[src/rtl/bht_branch_predictor.sv]
// Branch history table of 2-bit saturating counters: registered prediction,
// resolved-outcome training and mispredict pulse. Optional counters: BHT_STATS_EN.
module bht_branch_predictor #(
  parameter  int WIDTH    = 32,
  parameter  int ENTRIES  = 64,
  localparam int IDX_BITS = $clog2(ENTRIES)
) (
  input  logic             clk,
  input  logic             rst,
  input  logic             pred_req,
  input  logic [WIDTH-1:0] pred_pc,
  output logic             pred_valid,
  output logic             pred_taken,
  input  logic             upd_valid,
  input  logic [WIDTH-1:0] upd_pc,
  input  logic             upd_taken,
  input  logic             upd_pred,
  output logic             mispredict
`ifdef BHT_STATS_EN
  ,
  output logic [31:0]      stat_branches,
  output logic [31:0]      stat_mispredicts
`endif
);

  logic [1:0]          bht [ENTRIES];
  logic [IDX_BITS-1:0] pred_idx;
  logic [IDX_BITS-1:0] upd_idx;
  logic [1:0]          upd_cur;
  logic [1:0]          upd_next;
  logic                upd_wrong;
  logic                unused_pc;

  assign pred_idx  = pred_pc[IDX_BITS+1:2];
  assign upd_idx   = upd_pc[IDX_BITS+1:2];
  assign upd_wrong = upd_valid & (upd_taken ^ upd_pred);
  // Word-offset and high PC bits do not select an entry; aliasing is intended.
  assign unused_pc = ^{pred_pc, upd_pc};

  always_comb begin
    upd_cur  = bht[upd_idx];
    upd_next = upd_cur;
    if (upd_taken) begin
      if (upd_cur != 2'b11) upd_next = upd_cur + 2'd1;
    end else begin
      if (upd_cur != 2'b00) upd_next = upd_cur - 2'd1;
    end
  end

  // The prediction samples the table before this edge's write lands, which
  // gives read-before-write on a same-index collision without a bypass.
  always_ff @(posedge clk) begin
    if (rst) begin
      for (int unsigned i = 0; i < ENTRIES; i++) bht[i] <= 2'b01;
      pred_valid <= 1'b0;
      pred_taken <= 1'b0;
      mispredict <= 1'b0;
    end else begin
      pred_valid <= pred_req;
      pred_taken <= pred_req & bht[pred_idx][1];
      mispredict <= upd_wrong;
      if (upd_valid) bht[upd_idx] <= upd_next;
    end
  end

`ifdef BHT_STATS_EN
  always_ff @(posedge clk) begin
    if (rst) begin
      stat_branches    <= '0;
      stat_mispredicts <= '0;
    end else begin
      if (upd_valid && stat_branches != '1) stat_branches <= stat_branches + 32'd1;
      if (upd_wrong && stat_mispredicts != '1) stat_mispredicts <= stat_mispredicts + 32'd1;
    end
  end
`endif

endmodule

[config.mk]
export PLATFORM = sky130hd
export DESIGN_NAME = bht_branch_predictor
export DESIGN_NICKNAME = d
export VERILOG_FILES = /design/src/rtl/bht_branch_predictor.sv
export SDC_FILE = /design/constraint.sdc
export NUM_CORES = 1
export LEC_CHECK = 0
export ABC_AREA = 0
export BUFFER_PORTS_ARGS = -buffer_cell sky130_fd_sc_hd__buf_2
export CORE_ASPECT_RATIO = 0.5
export CORE_MARGIN = 3
export CORE_UTILIZATION = 40
export DETAILED_ROUTE_END_ITERATION = 7
export GPL_ROUTABILITY_DRIVEN = 0
export SLEW_MARGIN = 15
export SYNTH_ARGS = -nofsm -noshare
export SYNTH_HDL_FRONTEND = slang
export SYNTH_SLANG_ARGS = --single-unit
[constraint.sdc]
create_clock -name clk -period 3.2 [get_ports clk]
set_clock_uncertainty 0.05 [all_clocks]
set_input_delay 0.16 -clock clk [delete_from_list [all_inputs] [get_ports clk]]
set_output_delay 0.16 -clock clk [all_outputs]
set_load 0.02 [all_outputs]
**Word-level counts from Yosys, hierarchy flattened**

Memory sizes are Yosys's and may differ from the RTL's.
Index checks and enable logic that the tools add are counted.

- Register bits after elaboration: 3
- Memory bits (writable): 128
- Output and inout port bits: 3
- Memories: 1

Memory list:

| name | depth | width | read ports | clocked after Yosys merged registers in | write ports | RTL line | RTL |
|---|---|---|---|---|---|---|---|
| bht | 64 | 2 | 2 | 0 | 64 | 26 | `logic [1:0] bht [ENTRIES];` |

- $add $sub $neg: 2
- Eq/ne operators: 1
- Muxes and demuxes: 11
- Bitwise operators: 3
- Reduce and logical (&&, ||, !) cells: 2

Operators by type and width:

| operator | number |
|---|---|
| 2-bit two-way mux | 4 |
| 1-bit two-way mux | 6 |
| 6-bit two-way mux | 1 |
| 2-bit by 1-bit adder with 2-bit output, second input constant | 1 |
| 1-bit AND | 2 |
| 2-bit != test, second input constant | 1 |
| 2-bit nonzero test | 1 |
| 2-bit OR reduction | 1 |
| 2-bit by 1-bit subtractor with 2-bit output, second input constant | 1 |
| 1-bit bitwise XOR | 1 |

**Depth between registers and ports, before layout**

- Depth after elaboration: 5
- Mapped depth: 12
- Depth with buffers taken out: 7

**Worst setup path after synthesis**

Ideal clock, no wire load.

- Path type: flip-flop to flip-flop
- Start point: memory bht[61][0]
- End point: memory bht[63][1] (data pin)
- Library setup time: 0.270 ns
- Data arrival time: 2.134 ns
- Required time: 2.880 ns
- Path slack: 0.746 ns
- Cell stages (with the launch flop): 10
- Buffers on the path: 2
- Period minus slack after synthesis: 2.454 ns
- Cell sequence: edfxtp_1 mux4_2 a22oi_1 o22ai_1 a2111oi_4 and3_1 maj3_1 buf_2 buf_4 nor3_1

RTL lines:

| element | RTL line |
|---|---|
| start, declared | 26 |

==> summary by stage <==
Worst setup path
The worst setup path is captured at a register. In this run the critical register-to-register path is captured at bht[37][1]. The startpoint of the lowest-slack register-to-register path is bht[56][0]. At the worst endpoint, the required time is 3.29 ns.

On the critical path, the stage with the largest delay is an instance of sky130_fd_sc_hd__mux4_2. Counting cells, the worst reg-to-reg path comes to 9. The critical path goes through mux4_2 > a22oi_1 > o22ai_1 > a2111oi_4 > and3_1 > maj3_2 > buf_12 > buf_4 > nor3_1. In this design, the stage delay of the slowest critical-path cell is 0.49 ns. The critical path in this run is classified as register to register.

Data on the critical path arrives at its endpoint at 3.02 ns. The slack of the worst reg-to-reg path is 0.26 ns. STA classifies the critical path startpoint as a register.

In this run the worst path has a maximum fanout of 16.

Clocking
Buffers inserted during clock tree synthesis total 17. Buffers added to address setup during post-CTS repair amount to 0. The clock transition at the registers of the reported paths is 0.06 ns.

The TritonCTS sink count is 131. The clock tree synthesis step divided the H-tree into 4 levels. The CTS tree is yes. The post-cts gate resize count is 0.

The number of buffers on the longest clock path is 2. The insertion delay to the later sink of the worst-skew pair is 0.41 ns. The root cell of the clock tree is sky130_fd_sc_hd__clkbuf_16.

Final layout
The area overhead of the layout relative to synthesis is 15.3%. At the end of the flow, the number of nets in the layout was 706. The filler-free cell count of the finished design is 883.

The layout has 1,564 filler cells. The antenna diode instance count is 0. In the final layout, the share of cells above drive strength 1 is 0.248.

Placement
The detailed placement HPWL is 14,700 um. Before CTS, the worst setup slack after placement is 0.0707 ns. The total of buffers placed on input and output ports is 20.

The placed cell count is 848.

STA
At the pin with the least slew margin, the transition time is 0.891 ns. Setup repair after global routing left no endpoint under its margin. The relative max-transition margin is 0.404. The worst path needs 2.94 ns of the cycle, external delays included. The final hold violation count is 0.

Static timing analysis puts the maximum clock frequency at 341 MHz. The share of the clock period used by the worst path is 0.917. The max-slew violation count is 0. The post-route worst setup slack is 0.264 ns. Setup violations remaining at the end of the flow were counted as 0.

The final total negative setup slack is 0 ns. The tightest hold path in the finished design has a slack of 0.0257 ns.

Synthesis
The register bit count reported by yosys is 131. The cell with the most instances after synthesis is sky130_fd_sc_hd__edfxtp_1. The area share of the largest cell type after synthesis is 0.529. The synthesized design spends more area on one cell type than any other, namely sky130_fd_sc_hd__edfxtp_1. During synthesis, Yosys emitted a total of 0 warnings. The mean instance size in the synthesized netlist is 11.9 um^2. By count the netlist is led by 128 x sky130_fd_sc_hd__edfxtp_1, 62 x sky130_fd_sc_hd__nand3_1, 50 x sky130_fd_sc_hd__nor3_1. The share of async-settable or async-resettable flops after synthesis is 0. The cell area that synthesis handed to floorplanning was 7260 um^2.

The commonest register cell after synthesis is sky130_fd_sc_hd__edfxtp_1. The register area share after synthesis is 0.537. The count of flip-flops with a built-in enable after synthesis is 128. In the synthesized netlist, the number of instances is 608. The number of nets handed over by synthesis was 678. In the post-synthesis netlist, the biggest area contributors are sky130_fd_sc_hd__edfxtp_1 53%, sky130_fd_sc_hd__mux4_2 10%, sky130_fd_sc_hd__nand3_1 4.3%, sky130_fd_sc_hd__a21o_1 4.1%, sky130_fd_sc_hd__nor3_1 3.4%. Counting distinct cell types in the post-synthesis netlist gives 54.

Detailed routing
The number of search-and-repair iterations in the first detailed-routing pass is 5. Dividing the detail-routed via count by the number of cells gives 6.17. The final layout contains routed wiring with a total length of 21,400 um. The detailed-route wire length per cell is 24.2 um.

The total vias in the final route is 5,445. The number of violations reported at the end of detailed-routing iteration 0 is 747. The number of nets with antenna violations after routing is 0.

The DRC violations left is 0.

Power
For this design the ratio of total power to cell area is 526 nW/um^2. For this design the static power due to leakage is 2.80 nW. The largest vdd supply drop is 0.255 mV.

GRT
The number of antenna violations at the first check in global routing is 0. Entering global routing, the biggest net connects 67 pins. After global routing the overflow that remains totals 0. The global-route wire length before repair is 32,500 um. The combined global-route utilization of all metal layers is 0.221. The number of global-route vias before repair was 5,211.

Hold path
The worst hold endpoint is mispredict. The worst hold path was traced through 3 stages. In this run the worst hold path is classified as primary input to register. The start point of the worst hold path is upd_valid.

Floorplan
The chip width is 197 um. The number of I/O pins is 73. The die is 101 um tall. After floorplanning, the core was divided into 34 placement rows. The region available for standard cell placement spans 17,600 um^2. The floorplan step defined a die boundary enclosing 19,900 um^2. The initial cell density of the core is 0.413.

Job
Across the run, the number of max-cap violations was 0.

Status
The run finished with clean final reports.
-- cell type report --
cell class	instances	area [um^2]	area share
clock buffer	19	433	0.0517
multi-input combinational	407	2980	0.356
inverter	2	7.51	0.000896
tap	234	293	0.0350
timing repair buffer	77	623	0.0744
sequential	131	3900	0.466
clock inverter	13	136	0.0163
-- flip-flops by register name (all words and copies together), names as in the netlist --
register / count
mispredict: 1
pred_taken: 1
pred_valid: 1
bht: 128
-- worst max-delay path: cells and delay by family, from the launching register on --
kind / cells / cell delay [ns]
AO/OA/AOI/OAI: 3 / 0.90
adder cells (fa/ha/maj): 1 / 0.25
buffers and inverters: 2 / 0.32
flip-flops: 1 / 0.38
multiplexers: 1 / 0.49
AND/OR/NAND/NOR: 2 / 0.27
-- metrics by stage --
step / total power, mW / util / area (um^2)
3_3_place_gp: 2.53 / 0.443 / 7780
5_1_grt: 4.53 / 0.477 / 8380
3_5_place_dp: 2.53 / 0.443 / 7780
6_report: 4.41 / 0.477 / 8380
4_1_cts: 4.41 / 0.477 / 8380
2_1_floorplan: 2.35 / - / 7260
-- power by group --
group          switching [mW]  internal, mW
sequential             0.0218          1.92
combinational           0.354         0.218
clock                   0.752          1.14
total                    1.13          3.28
-- layer usage --
| layer | global-route usage | routed length, um |
|---|---|---|
| met1 | 0.312 | 9190 |
| met4 | 0.0624 | 306 |
| met5 | 0 | 0 |
| met3 | 0.0618 | 2200 |
| met2 | 0.339 | 9720 |
-- cell families after synthesis --
group / after synthesis / synth area share
AOI/OAI and AO/OA: 84 / 0.0913
xor gates and xnor gates: 1 / 0.00121
adders and majority gates: 2 / 0.00293
buffers and inverters: 70 / 0.0537
DFF: 131 / 0.537
muxes: 52 / 0.130
and+or+nand+nor: 268 / 0.184
-- worst max-delay path by stage --
stage	startpoint	end	slack [ns]	cells after the start
after global routing	bht[56][0]	bht[37][1]	0.15	9
after CTS	bht[56][0]	bht[37][1]	0.31	9
after global placement	upd_pc[4]	bht[21][1]	0.09	11
after floorplan	bht[61][0]	bht[63][1]	0.75	9
after detailed placement	upd_pc[3]	bht[2][1]	0.07	12
final	bht[56][0]	bht[37][1]	0.26	9
-- placed cells by master (no fill, tap or decap), drive strengths merged, types with 2 or more instances in the layout --
| cell type | count |
|---|---|
| edfxtp | 128 |
| buf | 74 |
| nand3 | 62 |
| nor3 | 51 |
| nand2 | 48 |
| nor2 | 42 |
| a21o | 40 |
| mux4 | 33 |
| nand2b | 19 |
| clkbuf | 19 |
| mux2i | 13 |
| or2 | 13 |
| a22oi | 11 |
| a221oi | 9 |
| clkinv | 8 |
| nor2b | 6 |
| mux2 | 6 |
| nand3b | 5 |
| and2 | 5 |
| nor3b | 4 |
| and3 | 4 |
| o221ai | 4 |
| nor4 | 4 |
| a311oi | 3 |
| a21oi | 3 |
| clkinvlp | 3 |
| dlygate4sd3 | 3 |
| dfxtp | 3 |
| o22ai | 2 |
| maj3 | 2 |
| bufinv | 2 |
| inv | 2 |
-- repair_timing --
action                     in CTS  in global routing
hold endpoints to repair        2                  0
setup endpoints to repair       0                  0
hold buffers                    3                  0
(Power assumes the default switching activity.)
